## src/rtl/irq_pkg.sv

```systemverilog
`default_nettype none
// ============================================================================
// Module      : irq_pkg
// Description : Shared constants, FSM state encoding and helpers for the
//               interrupt source controller.
// Revision    : 1.0 - initial release
// ============================================================================
package irq_pkg;

    // Width of the source id presented to the core
    localparam int ID_W = 5;

    // Register map
    localparam logic [2:0] ADDR_ENABLE   = 3'd0;
    localparam logic [2:0] ADDR_EDGE     = 3'd1;
    localparam logic [2:0] ADDR_PENDING  = 3'd2;
    localparam logic [2:0] ADDR_MTIME    = 3'd3;
    localparam logic [2:0] ADDR_MTIMECMP = 3'd4;

    // Request handshake state towards the core
    typedef enum logic [1:0] {
        ST_IDLE   = 2'd0,
        ST_ASSERT = 2'd1,
        ST_GAP    = 2'd2
    } irq_state_e;

    // The timer sits directly above the last external line
    function automatic logic [ID_W-1:0] timer_id(input int num_src);
        return ID_W'(num_src);
    endfunction

endpackage : irq_pkg
`default_nettype wire

```

## src/rtl/irq_sync.sv

```systemverilog
`default_nettype none
// ============================================================================
// Module      : irq_sync
// Description : Two-flop synchronizer for asynchronous request lines plus a
//               rising-edge detector on the synchronized value.
// Revision    : 1.0 - initial release
// ============================================================================
module irq_sync #(
    parameter int WIDTH = 4
) (
    input  logic             clk,
    input  logic             rst,
    input  logic [WIDTH-1:0] async_i,
    output logic [WIDTH-1:0] level_o,
    output logic [WIDTH-1:0] rise_o
);

    logic [WIDTH-1:0] meta_q;
    logic [WIDTH-1:0] sync_q;
    logic [WIDTH-1:0] prev_q;

    // Synchronizer chain plus one extra stage holding the previous level
    always_ff @(posedge clk) begin
        if (rst) begin
            meta_q <= '0;
            sync_q <= '0;
            prev_q <= '0;
        end else begin
            meta_q <= async_i;
            sync_q <= meta_q;
            prev_q <= sync_q;
        end
    end

    assign level_o = sync_q;
    assign rise_o  = sync_q & ~prev_q;

endmodule : irq_sync
`default_nettype wire

```

## src/rtl/irq_ctrl.sv

```systemverilog
`default_nettype none
// ============================================================================
// Module      : irq_ctrl
// Description : Interrupt source controller. Latches/synchronizes external
//               requests, adds an mtime/mtimecmp timer source, picks one
//               pending enabled source by fixed priority and holds a single
//               interrupt line to the core until acknowledged.
// Revision    : 1.0 - initial release
// ============================================================================
module irq_ctrl
    import irq_pkg::*;
#(
    parameter int NUM_SRC = 4,
    parameter int TIMER_W = 32
) (
    input  logic                clk,
    input  logic                rst,
    input  logic [NUM_SRC-1:0]  ext_irq_i,
    input  logic                cfg_we_i,
    input  logic [2:0]          cfg_addr_i,
    input  logic [31:0]         cfg_wdata_i,
    output logic [31:0]         cfg_rdata_o,
    output logic                interrupt_o,
    output logic [4:0]          irq_id_o,
    input  logic                irq_ack_i
);

    localparam logic [ID_W-1:0] TIMER_ID = timer_id(NUM_SRC);

    // Configuration and timer state
    logic [NUM_SRC:0]   enable_q,   enable_d;
    logic [NUM_SRC-1:0] edge_q,     edge_d;
    logic [TIMER_W-1:0] mtime_q,    mtime_d;
    logic [TIMER_W-1:0] mtimecmp_q, mtimecmp_d;

    // Latched edge-mode pending bits (level-mode bits stay zero here)
    logic [NUM_SRC-1:0] pend_q, pend_d;

    // Handshake FSM and registered outputs
    irq_state_e         state_q, state_d;
    logic               irq_q,   irq_d;
    logic [ID_W-1:0]    id_q,    id_d;

    // Combinational helpers
    logic [NUM_SRC-1:0] sync_level;
    logic [NUM_SRC-1:0] sync_rise;
    logic [NUM_SRC-1:0] ext_pend;
    logic [NUM_SRC-1:0] ack_clr;
    logic [NUM_SRC-1:0] w1c_clr;
    logic [NUM_SRC:0]   pend_all;
    logic [NUM_SRC:0]   active;
    logic               timer_pend;
    logic               ack_fire;
    logic               wr_enable;
    logic               wr_edge;
    logic               wr_pending;
    logic               wr_mtime;
    logic               wr_mtimecmp;
    logic [ID_W-1:0]    win_id;

    irq_sync #(
        .WIDTH   (NUM_SRC)
    ) u_sync (
        .clk     (clk),
        .rst     (rst),
        .async_i (ext_irq_i),
        .level_o (sync_level),
        .rise_o  (sync_rise)
    );

    assign wr_enable   = cfg_we_i && (cfg_addr_i == ADDR_ENABLE);
    assign wr_edge     = cfg_we_i && (cfg_addr_i == ADDR_EDGE);
    assign wr_pending  = cfg_we_i && (cfg_addr_i == ADDR_PENDING);
    assign wr_mtime    = cfg_we_i && (cfg_addr_i == ADDR_MTIME);
    assign wr_mtimecmp = cfg_we_i && (cfg_addr_i == ADDR_MTIMECMP);

    // An acknowledge only counts while the request is actually being held
    assign ack_fire    = (state_q == ST_ASSERT) && irq_ack_i;

    assign timer_pend  = (mtime_q >= mtimecmp_q);
    assign pend_all    = {timer_pend, ext_pend};
    assign active      = pend_all & enable_q;

    // Per-source pending: a new edge beats any clear arriving in the same cycle
    genvar gi;
    generate
        for (gi = 0; gi < NUM_SRC; gi++) begin : g_src
            assign ack_clr[gi]  = ack_fire && (id_q == ID_W'(gi));
            assign w1c_clr[gi]  = wr_pending && cfg_wdata_i[gi];
            assign pend_d[gi]   = edge_q[gi] &
                                  ((pend_q[gi] & ~(ack_clr[gi] | w1c_clr[gi]))
                                   | sync_rise[gi]);
            assign ext_pend[gi] = edge_q[gi] ? pend_q[gi] : sync_level[gi];
        end
    endgenerate

    // Fixed priority: timer first, then the lowest external index
    always_comb begin
        win_id = '0;
        for (int i = NUM_SRC - 1; i >= 0; i--) begin
            if (active[i]) begin
                win_id = ID_W'(i);
            end
        end
        if (active[NUM_SRC]) begin
            win_id = TIMER_ID;
        end
    end

    // Next-state for configuration registers and the free-running timer
    always_comb begin
        enable_d   = enable_q;
        edge_d     = edge_q;
        mtimecmp_d = mtimecmp_q;
        mtime_d    = mtime_q + TIMER_W'(1);
        if (wr_enable) begin
            enable_d = cfg_wdata_i[NUM_SRC:0];
        end
        if (wr_edge) begin
            edge_d = cfg_wdata_i[NUM_SRC-1:0];
        end
        if (wr_mtime) begin
            mtime_d = TIMER_W'(cfg_wdata_i);
        end
        if (wr_mtimecmp) begin
            mtimecmp_d = TIMER_W'(cfg_wdata_i);
        end
    end

    // Configuration, timer and pending registers
    always_ff @(posedge clk) begin
        if (rst) begin
            enable_q   <= '0;
            edge_q     <= '0;
            pend_q     <= '0;
            mtime_q    <= '0;
            mtimecmp_q <= '1;
        end else begin
            enable_q   <= enable_d;
            edge_q     <= edge_d;
            pend_q     <= pend_d;
            mtime_q    <= mtime_d;
            mtimecmp_q <= mtimecmp_d;
        end
    end

    // Handshake next-state: latch a winner, hold until ack, then one idle gap
    always_comb begin
        state_d = state_q;
        irq_d   = irq_q;
        id_d    = id_q;
        case (state_q)
            ST_IDLE: begin
                if (|active) begin
                    id_d    = win_id;
                    irq_d   = 1'b1;
                    state_d = ST_ASSERT;
                end
            end
            ST_ASSERT: begin
                if (irq_ack_i) begin
                    irq_d   = 1'b0;
                    state_d = ST_GAP;
                end
            end
            ST_GAP: begin
                irq_d   = 1'b0;
                state_d = ST_IDLE;
            end
            default: begin
                irq_d   = 1'b0;
                state_d = ST_IDLE;
            end
        endcase
    end

    // Handshake state and registered outputs
    always_ff @(posedge clk) begin
        if (rst) begin
            state_q <= ST_IDLE;
            irq_q   <= 1'b0;
            id_q    <= '0;
        end else begin
            state_q <= state_d;
            irq_q   <= irq_d;
            id_q    <= id_d;
        end
    end

    // Zero-latency register readback
    always_comb begin
        cfg_rdata_o = '0;
        case (cfg_addr_i)
            ADDR_ENABLE:   cfg_rdata_o = 32'(enable_q);
            ADDR_EDGE:     cfg_rdata_o = 32'(edge_q);
            ADDR_PENDING:  cfg_rdata_o = 32'(pend_all);
            ADDR_MTIME:    cfg_rdata_o = 32'(mtime_q);
            ADDR_MTIMECMP: cfg_rdata_o = 32'(mtimecmp_q);
            default:       cfg_rdata_o = '0;
        endcase
    end

    assign interrupt_o = irq_q;
    assign irq_id_o    = id_q;

endmodule : irq_ctrl
`default_nettype wire

```

## config.mk

```make
export PLATFORM = sky130hd
export DESIGN_NAME = irq_ctrl
export DESIGN_NICKNAME = d
export VERILOG_FILES = /design/src/rtl/irq_pkg.sv /design/src/rtl/irq_sync.sv /design/src/rtl/irq_ctrl.sv
export SDC_FILE = /design/constraint.sdc
export NUM_CORES = 1
export LEC_CHECK = 0
export ABC_AREA = 0
export BUFFER_PORTS_ARGS = -buffer_cell sky130_fd_sc_hd__buf_4
export CORE_MARGIN = 2
export CORE_UTILIZATION = 45
export DETAILED_ROUTE_END_ITERATION = 8
export GPL_ROUTABILITY_DRIVEN = 1
export HOLD_SLACK_MARGIN = 0.03
export PLACE_DENSITY = 0.71
export SLEW_MARGIN = 20
export SYNTH_ARGS = -nofsm -noshare
export SYNTH_HDL_FRONTEND = slang
export SYNTH_SLANG_ARGS = --single-unit
```

## constraint.sdc

```tcl
create_clock -name clk -period 3.2 [get_ports clk]
set_input_delay 0.32 -clock clk [delete_from_list [all_inputs] [get_ports clk]]
set_output_delay 0.32 -clock clk [all_outputs]
set_load 0.05 [all_outputs]
```

# == Yosys cells after proc, flatten, opt, wreduce, memory -nomap -nowiden ==
# Cells that the tools add are included.
# word_totals
regBits,97
in_bits,43
output_inout_bits,38
word_cells,83
# classes
n_addsub,1
n_lt_le_gt_ge,1
n_eq_ne,10
mux,17
bitwise_logic,23
reduce_logical,20
# ops
op,n
$pmux W32 S5,1
$add A32 B1 Y32 const B,1
$ge A32 B32 Y1,1
$mux W32,1
$mux W5,4
$logic_and A1 B1 Y1,14
$eq A5 B2 Y1 const B,2
$and A1 B1 Y1,8
$or A1 B1 Y1,8
$eq A3 B2 Y1 const B,2
$mux W1,6
$mux W2,3
$and A5 B5 Y5,1
$eq A5 B1 Y1 const B,1
$logic_not A5 Y1,1
$reduce_or A5 Y1,1
$and A4 B4 Y4,1
$ne A2 B2 Y1 const B,2
$not A1 Y1,4
$not A4 Y4,1
$pmux W2 S2,1
$reduce_and A2 Y1,2
$eq A3 B1 Y1 const B,1
$eq A3 B3 Y1 const B,1
4 further kinds,4

# == Logic depth before layout (Yosys ltp) ==
# Gate-level depths: netlist of the first run.
# depth
ltp_word,8
depth_mapped,8
mapped_depth_nobuf,8

# == Hierarchy ==
# A second synthesis of the first run with hierarchy kept.
# hier_totals
hier_cells,604
hier_area_um2,5175.0
# modules_own_cells
mod,instances,cells_each,area_each_um2,seq_area_each_um2
irq_ctrl,1,575,4783.3,1641.6
irq_sync,1,29,391.6,240.2

# == Least setup slack after synthesis of the first run ==
# No wires, ideal clock.
# synth_timing
path_type,reg-to-output
startpoint,reg mtimecmp_q[29]
endpoint,out cfg_rdata_o[4]
arrival_time_ps,2441
t_required_ps,2880
setup_slack_ps,439
path_stages_with_launch,7
path_buffers,0
cell_sequence,dfxtp_1 -> inv_1 -> ha_1 -> nand4_1 -> nor4_1 -> a21oi_1 -> o31ai_1
# synth_via
elab_chain_cells,2
# synth_rtl
item,line_no,rtl
"start, declared",irq_ctrl.sv:34,"logic [TIMER_W-1:0] mtimecmp_q, mtimecmp_d;"
"start signal, assigned",irq_ctrl.sv:143,mtimecmp_q <= mtimecmp_d;
$ge A32 B32 Y1,irq_ctrl.sv:80,assign timer_pend = (mtime_q >= mtimecmp_q);
$pmux W32 S5,irq_ctrl.sv:193,case (cfg_addr_i)
"end, declared",irq_ctrl.sv:22,"output logic [31:0] cfg_rdata_o,"
# No other way between the ends.

# == Final worst setup path of the first run ==
# layout_timing
startpoint,reg mtimecmp_q[31]
endpoint,out cfg_rdata_o[4]
# The elaborated chain is that of the path after synthesis.

==> results of run 1 <==
==> critical path, delay by kind of cell (launching register included) <==
family	cells	cell delay (ns)
compound gates	2	0.52
fa+ha+maj	1	0.30
buf+inv	2	0.33
flops	1	0.37
simple gates	2	0.74
==> cell families after synthesis <==
kind of cell,Yosys count
fa+ha+maj,33
other cells,1
mux,15
xor+xnor,30
simple gates,207
buf+inv,79
flops,94
compound gates,150
==> routing by layer <==
metal / vias up / GRT usage [%]
met4: 0 / 6.667
met1: 2196 / 28.00
met3: 21 / 5.063
met2: 133 / 36.42
li1: 2296 / -
met5: - / 0
==> final cells by class <==
cell class | count | share of cell area [%]
clock buffer | 9 | 3.635
clock inverter | 7 | 1.050
inverter | 44 | 2.666
multi-input combinational | 437 | 48.69
sequential | 94 | 30.37
tap | 143 | 2.888
timing repair buffer | 85 | 10.70
==> where the power goes <==
part | total (mW) | leakage (nW) | internal (mW) | switching [mW]
clock network | 1.04 | 0.140 | 0.545 | 0.496
registers | 1.25 | 0.766 | 1.21 | 0.0408
logic | 0.364 | 1.82 | 0.142 | 0.222
==> flip-flops by register name (all words and copies together), names as in the netlist <==
| name | count |
|---|---|
| mtime_q | 32 |
| mtimecmp_q | 32 |
| enable_q | 5 |
| edge_q | 4 |
| pend_q | 4 |
| u_sync.level_o | 4 |
| u_sync.meta_q | 4 |
| u_sync.prev_q | 4 |
| irq_id_o | 3 |
| state_q | 2 |
==> cell usage after synthesis (4+ instances only) <==
library cell,instances
clkbuf_1,24
nand3_1,16
o22ai_1,4
nand2b_1,7
o211ai_1,32
a21oi_1,19
nand2_1,65
dfxtp_1,94
inv_1,43
a211oi_2,6
mux2i_1,12
buf_2,4
nor2b_1,15
a22oi_1,9
o21ai_0,10
nor2_1,53
a22o_1,27
xnor2_1,10
o21ai_1,6
xor2_1,20
and3_1,11
a211oi_1,26
ha_1,33
buf_1,4
and2_1,5
nand4_1,11
==> through the flow <==
stage          worst slack, ns  cell area (um2)
2_1_floorplan           0.4393             5211
3_3_place_gp            0.7562             5906
3_5_place_dp            0.6785             5906
4_1_cts                 0.2923             6196
5_1_grt                0.05231             6196
6_report                0.2707             6196
==> path summary, 6_finish.rpt <==
kind / start / endpoint / slack (ns) / depth (start not counted)
worst max-delay path: mtimecmp_q[31] / cfg_rdata_o[4] / 0.27 / 7
worst min-delay path: ext_irq_i[1] / u_sync.meta_q[1] / 0.19 / 2
worst max register to register: mtimecmp_q[31] / irq_id_o[1] / 0.75 / 8
worst min register to register: u_sync.meta_q[2] / u_sync.level_o[2] / 0.44 / 1
==> qor.csv, run 1 <==
metric,value,unit
grt_usage,21.75,%
synth_edf_count,0,
areaGrowthSynthToFinish,18.98,%
fin_crit_sh,91.54,%
syn_inst,609,
synth_top_family_by_area,compound AO/OA/AOI/OAI gates,
yosysWarnings,0,
nets,747,
wl_met1,5980,um
die_area,12450,um2
ys_seq_area_share,36.14,%
drc_errors,0,
min_period,2.929,ns
fmax,341.4,MHz
yosys_most_used_dff,dfxtp_1,
synth_top_area_share,36.14,%
crit_fanout,4,
avgSynthCellArea,8.551,um2
port_buffers,78,
synth-compound-area-share,21.34,%
multi_input_area,3017,um2
worstPathArrival,2.61,ns
slowest_delay,0.55,ns
nFillCells,1061,
wl_met3,855,um
grt_max_degree,64,
slew_headroom,54.63,%
cp_cell_sequence,inv_1 > ha_1 > nand4_1 > nor4_1 > a21oi_1 > o31ai_1 > buf_4,
post_drt_wl_per_cell,16.37,um
synth_simple_gate_area_share,20.45,%
ys_ff_latch,94,
maxCapViolCount,0,
yosysUniqueCellTypes,57,
synth_adder_area_share,7.929,%
route.met2.wl,6388,um
startpoint_type,register,
drt_iter0_drc,279,
vias,4646,
io_pins,81,
rsz0062_at_grt,false,
total_power,2.655,mW
mostFrequentLayoutCell,dfxtp_1,
ctsLongestPathBuffers,2,
critPathCaptureType,output port,
grt_pass1_vias,4615,
numCtsBuffers,9,
layout-drive-gt1-share,18.20,%
cellPowerDensity,428.5,nW/um2
htreeDepth,3,
drv_slew,0,
mostFrequentLayoutCells,"94 x dfxtp_1, 83 x buf_4, 64 x nand2_1",
dpl.hpwl,9706,um
final_cell_count_no_fill,819,
regArea,1882,um2
top_layer,met4,
cts_tree,built,
core-area,11370,um2
synth_top_area_cell,dfxtp_1,
routed_via_density,5.673,
rows,39,
dpl.cell_count,803,
dr.pass1.iters,4,
clk_pin_slew_worst_paths,0.07,ns
overflow,0,
critPathSlowestCell,nor4_1,
fin_tns_setup,0,ns
setup_viol,0,
status,"complete, no violations",
wl,13400,um
grt_pass1_wl,22560,um
worstSetupPathType,register to output port,
postCtsSetupBuffers,0,
finClkSkew,0.005705,ns
fin_util,54.50,%
cts_sinks,94,
synth_xor_xnor_area_share,5.046,%
async_flop_share,0,%
cts_root_buf,clkbuf_16,
holdBufCountCts,0,
routabilityCongestion,0.8619,
antenna_cells,0,
clk_latency,0.34,ns
hold_path_class,input pin to register,
cts_resized,0,
p_leak,2.726,nW
holdWs,0.1866,ns
fp.dieW,111.6,um
tightest_slew,0.6805,ns
finalHoldViolCount,0,
ant_nets,0,
grt_antenna_before_repair,0,
required,2.88,ns
vdd_drop_max,0.3087,mV
yosys-top-cells-area,"dfxtp_1 36%, ha_1 7.9%, nand2_1 4.7%",
start_util,45.80,%
netlist_area,5207,um2
synthMuxAreaShare,2.955,%
die_h,111.6,um
Power figures use the tool's default switching activity.
==> run 2, diff against run 1 <==
CORE_UTILIZATION = 25   (was 45)
PLACE_DENSITY = 0.47   (was 0.71)
==> qor.csv, run 2 (synthesis results as in run 1) <==
metric,value,unit,change
total_power,2.668,mW,+0.49%
die_h,148.3,um,+33%
holdWs,0.1721,ns,-0.01445 ns
layout-drive-gt1-share,18.20,%,unchanged
cp_cell_sequence,inv_1 > ha_1 > nand4_1 > nor4_1 > a21oi_1 > o31ai_1 > buf_4,,
maxCapViolCount,0,,unchanged
required,2.88,ns,about the same
p_leak,2.709,nW,-0.61%
die_area,22000,um2,+77%
fin_crit_sh,89.28,%,-2.3 points
nets,747,,unchanged
route.met2.wl,7317,um,+15%
drt_iter0_drc,202,,-28%
vdd_drop_max,0.2440,mV,-21%
grt_pass1_vias,4646,,+0.67%
port_buffers,78,,unchanged
core-area,20360,um2,+79%
min_period,2.857,ns,-0.07234 ns
place_area,6052,um2,+2.5%
cts_resized,0,,unchanged
numCtsBuffers,9,,unchanged
start_util,25.57,%,-20 points
areaGrowthSynthToFinish,21.67,%,
power.internal,1.886,mW,-0.51%
tightest_slew,0.7686,ns,+0.08810 ns
cts_root_buf,clkbuf_16,,
io_pins,81,,unchanged
p_switching,781.1,uW,+3.0%
cts_sinks,94,,unchanged
routed_via_density,4.882,,-14%
wl,15260,um,+14%
cts_tree,built,,
top_layer,met4,,
startpoint_type,register,,
critPathSlowestCell,nor4_1,,
mostFrequentLayoutCells,"94 x dfxtp_1, 84 x buf_4, 64 x nand2_1",,
clkPwrFrac,39.4,%,+0.2 points
fmax,350.0,MHz,+2.5%
antenna_cells,0,,unchanged
holdBufCountCts,0,,unchanged
grt_antenna_before_repair,0,,unchanged
clk_latency,0.36,ns,+0.02 ns
htreeDepth,3,,unchanged
slowest_delay,0.53,ns,-0.02 ns
reg_top3,"mtime_q x32, mtimecmp_q x32, enable_q x5",,
grt_usage,14.17,%,-7.6 points
finalHoldViolCount,0,,unchanged
finClkSkew,0.01028,ns,+0.004573 ns
mostFrequentLayoutCell,dfxtp_1,,
fp.dieW,148.3,um,+33%
drc_errors,0,,unchanged
layout_setup_ws,0.3430,ns,+0.07234 ns
grt_pass1_wl,24760,um,+9.8%
reg2regPathDepth,8,,unchanged
post_drt_wl_per_cell,16.13,um,-1.5%
worstReg2RegEnd,irq_id_o[0],,
vias,4618,,-0.60%
setup.worst_path.start,mtimecmp_q[29],,
seqPwrFrac,46.8,%,-0.3 points
grt_max_degree,64,,unchanged
crit_fanout,4,,unchanged
slew_headroom,48.76,%,-5.9 points
routabilityCongestion,0.8453,,-1.9%
ctsLongestPathBuffers,2,,unchanged
clk_pin_slew_worst_paths,0.08,ns,about the same
setup_viol,0,,unchanged
rr_startpoint,mtimecmp_q[29],,
status,"complete, no violations",,
worstPathArrival,2.54,ns,-0.07 ns
critPathCaptureType,output port,,
fin_tns_setup,0,ns,unchanged
pwr-share-comb,13.8,%,about the same
r2r_setup_slack,0.91,ns,+0.16 ns
overflow,0,,unchanged
wl_met3,610,um,-29%
dr.pass1.iters,4,,unchanged
dpl.hpwl,10690,um,+10%
cellPowerDensity,421.0,nW/um2,-1.7%
rows,52,,+33%
worstSetupPathType,register to output port,,
sw_frac_of_total,29.28,%,+0.71 points
rsz0062_at_grt,false,,
ant_nets,0,,unchanged
pre_cts_ws,0.7059,ns,+0.02739 ns
cp-endpoint,cfg_rdata_o[4],,
hold_path_class,input pin to register,,
postCtsSetupBuffers,0,,unchanged
final_cell_area,6336,um2,+2.3%
drv_slew,0,,unchanged
wl_met1,7203,um,+20%
run 2: changes by cell type in the layout (fill, tap and decap cells not counted), sizes merged:
| cell | before | now |
|---|---|---|
| clkinv | 4 | 2 |
| inv | 46 | 45 |
| clkinvlp | 1 | 4 |
run 2: power by group through the flow:
stage               Combinational, mW  Sequential, mW  Clock (mW)
floorplan                       0.236            1.27           0
global placement                0.368            1.27           0
detailed placement              0.371            1.28           0
CTS                             0.372            1.25        1.07
global route                    0.400            1.26        1.13
finish                          0.367            1.25        1.05
run 2: worst min-delay path by stage:
stage	cells after the start	to	slack, ns	from
6_report	2	u_sync.meta_q[0]	0.17	ext_irq_i[0]
5_1_grt	2	u_sync.meta_q[0]	0.16	ext_irq_i[0]
4_1_cts	2	u_sync.meta_q[1]	0.17	ext_irq_i[1]
3_5_place_dp	1	u_sync.level_o[1]	0.43	u_sync.meta_q[1]
3_3_place_gp	1	u_sync.level_o[3]	0.42	u_sync.meta_q[3]
2_1_floorplan	1	u_sync.level_o[0]	0.41	u_sync.meta_q[0]
run 2: worst max-delay path: cells and delay by family, from the launching register on:
kind | cells | cell delay [ns]
AND/OR/NAND/NOR | 2 | 0.69
AO/OA/AOI/OAI | 2 | 0.53
flip-flops | 1 | 0.34
buffers and inverters | 2 | 0.32
adder cells (fa/ha/maj) | 1 | 0.30
run 2: metal layers:
layer,vias up,track usage [%]
met2,106,24.10
met5,-,0
met3,15,3.037
met4,0,2.810
met1,2195,18.59
li1,2302,-
run 2: area by class of cell:
| class | count | area [um2] |
|---|---|---|
| Multi-Input combinational cell | 437 | 3017 |
| Clock inverter | 7 | 58.81 |
| Fill cell | 2219 | 14030 |
| Tap cell | 270 | 337.8 |
| Sequential cell | 94 | 1882 |
| Timing Repair Buffer | 85 | 650.6 |
| Clock buffer | 9 | 225.2 |
| Inverter | 44 | 165.2 |
run 2: stage by stage:
stage,cells,util [%]
final,946,31.11
after global routing,946,31.11
after CTS,946,31.11
after detailed placement,930,29.72
after global placement,930,29.72
after floorplan,610,-
==> run 3, diff against run 2 <==
clock period = 3 ns   (was 3.2 ns; I/O delays follow)
==> qor.csv, run 3 (synthesis results as in run 1) <==
metric,value,unit,change
post_drt_wl_per_cell,15.97,um,-1.0%
sw_frac_of_total,28.08,%,-1.2 points
place_area,6065,um2,+0.21%
overflow,0,,unchanged
rsz0062_at_grt,false,,
tightest_slew,0.7441,ns,-0.02453 ns
grt_pass1_vias,4719,,+1.6%
clk_pin_slew_worst_paths,0.07,ns,about the same
htreeDepth,3,,unchanged
antenna_cells,0,,unchanged
routabilityCongestion,0.8174,,-3.3%
reg2regPathDepth,9,,+1
crit_fanout,5,,+1
drv_slew,0,,unchanged
cts_tree,built,,
min_period,2.777,ns,
slew_headroom,50.40,%,+1.6 points
grt_antenna_before_repair,0,,unchanged
fin_crit_sh,92.56,%,
core-area,20360,um2,unchanged
final_cell_count_no_fill,946,,unchanged
reg_top3,"mtime_q x32, mtimecmp_q x32, enable_q x5",,
final_cell_area,6381,um2,+0.71%
drt_iter0_drc,336,,+66%
nFillCells,2152,,-3.0%
p_switching,818.7,uW,+4.8%
startpoint_type,register,,
areaGrowthSynthToFinish,22.54,%,
dr.pass1.iters,4,,unchanged
ant_nets,0,,unchanged
finClkSkew,0.01003,ns,-0.0002500 ns
ctsLongestPathBuffers,2,,unchanged
power.internal,2.097,mW,+11%
fp.dieW,148.3,um,unchanged
hold_path_class,input pin to register,,
fin_tns_setup,0,ns,unchanged
wl,15100,um,-1.0%
holdWs,0.1485,ns,-0.02362 ns
worstReg2RegEnd,irq_id_o[0],,
routed_via_density,4.846,,-0.74%
crit_family,compound AO/OA/AOI/OAI gates,,
whs_endpoint,u_sync.meta_q[0],,
io_pins,81,,unchanged
layout-drive-gt1-share,18.49,%,+0.30 points
nets,747,,unchanged
regArea,1882,um2,unchanged
critPathCaptureType,output port,,
holdPathStages,2,,unchanged
rr_startpoint,mtimecmp_q[29],,
mostFrequentLayoutCells,"94 x dfxtp_1, 83 x buf_4, 64 x nand2_1",,
grt_usage,14.24,%,+0.073 points
worstSetupPathType,register to output port,,
cts_sinks,94,,unchanged
drc_errors,0,,unchanged
port_buffers,78,,unchanged
maxCapViolCount,0,,unchanged
fin_util,31.33,%,+0.22 points
cts_root_buf,clkbuf_16,,
vias,4584,,-0.74%
vdd_drop_max,0.2687,mV,+10%
fmax,360.1,MHz,
setup_viol,0,,unchanged
grt_pass1_wl,24760,um,unchanged
seqPwrFrac,45.7,%,-1.1 points
dpl.hpwl,10710,um,+0.18%
worstPathArrival,2.48,ns,-0.06 ns
finalHoldViolCount,0,,unchanged
dpl.cell_count,930,,unchanged
pwr-share-comb,13.4,%,-0.4 points
clk_latency,0.35,ns,about the same
r2r_setup_slack,0.69,ns,-0.22 ns
die_area,22000,um2,unchanged
p_leak,2.734,nW,+0.90%
mostFrequentLayoutCell,dfxtp_1,,
cp_cell_sequence,inv_1 > ha_1 > nand2b_1 > a2111oi_0 > nand4b_1 > nand3_1 > a21oi_2 > o31ai_1 > buf_4,,
grt_max_degree,64,,unchanged
min_from,ext_irq_i[0],,
start_util,25.57,%,unchanged
clkPwrFrac,40.9,%,+1.5 points
rows,52,,unchanged
cellPowerDensity,456.9,nW/um2,+8.5%
slowest_delay,0.40,ns,-0.13 ns
die_h,148.3,um,unchanged
required,2.70,ns,-0.18 ns
multi_input_area,3027,um2,+0.33%
critPathSlowestCell,a2111oi_0,,
status,"complete, no violations",,
worst-path-buf-inv,2,,unchanged
numCtsBuffers,9,,unchanged
==> run 3: cell count changes in the layout (fill, tap and decap cells not counted), sizes merged <==
cell	change
clkinvlp	-3
bufinv	+1
clkinv	+2
==> run 3: repair_timing <==
| item | 4_1_cts | 5_1_grt |
|---|---|---|
| gates resized for setup | 0 | 2 |
| hold buffers | 0 | 0 |
| endpoints found under the setup margin | 0 | 1 |
| buffers inserted | 0 | 0 |
==> run 3: power by group through the flow <==
stage | registers (mW) | logic, mW | clock network (mW)
detailed placement | 1.36 | 0.395 | 0
global route | 1.34 | 0.425 | 1.30
global placement | 1.36 | 0.392 | 0
finish | 1.33 | 0.391 | 1.19
floorplan | 1.35 | 0.252 | 0
CTS | 1.33 | 0.396 | 1.25
==> run 3: worst max-delay path by stage <==
stage	start	end	slack, ns	depth (start not counted)
finish	mtime_q[0]	cfg_rdata_o[4]	0.22	9
global route	mtime_q[0]	cfg_rdata_o[4]	0.05	9
CTS	mtime_q[0]	cfg_rdata_o[4]	0.15	9
detailed placement	mtime_q[0]	cfg_rdata_o[4]	0.57	9
global placement	mtime_q[9]	cfg_rdata_o[4]	0.60	8
floorplan	mtimecmp_q[29]	cfg_rdata_o[4]	0.26	6
==> run 3: layout make-up <==
class	count	share of cell area, %
multi-input cells	437	47.43
flip-flops and latches	94	29.49
clock buffers	9	3.529
repair buffers	85	10.39
clock inverters	7	1.275
inverters	44	2.588
well taps	270	5.294
==> run 3: worst reg2reg max path, delay by kind of cell, from the launching register on <==
| family | cells | cell delay (ns) |
|---|---|---|
| buf+inv | 3 | 0.34 |
| flops | 1 | 0.34 |
| fa+ha+maj | 1 | 0.29 |
| compound gates | 2 | 0.58 |
| simple gates | 3 | 0.67 |
==> run 3: routing by layer <==
metal	GRT usage [%]	up-vias	share of wire, %
met5	0	-	0
met3	3.405	6	4.6
li1	-	2297	-
met4	3.286	0	0.66
met2	24.28	109	48
met1	18.24	2172	46
==> run 3: per-stage QoR <==
step | setup WS, ns | power, mW
6_report | 0.2233 | 2.916
3_3_place_gp | 0.6009 | 1.751
3_5_place_dp | 0.5655 | 1.757
2_1_floorplan | 0.2593 | 1.601
4_1_cts | 0.1491 | 2.975
5_1_grt | 0.04726 | 3.063
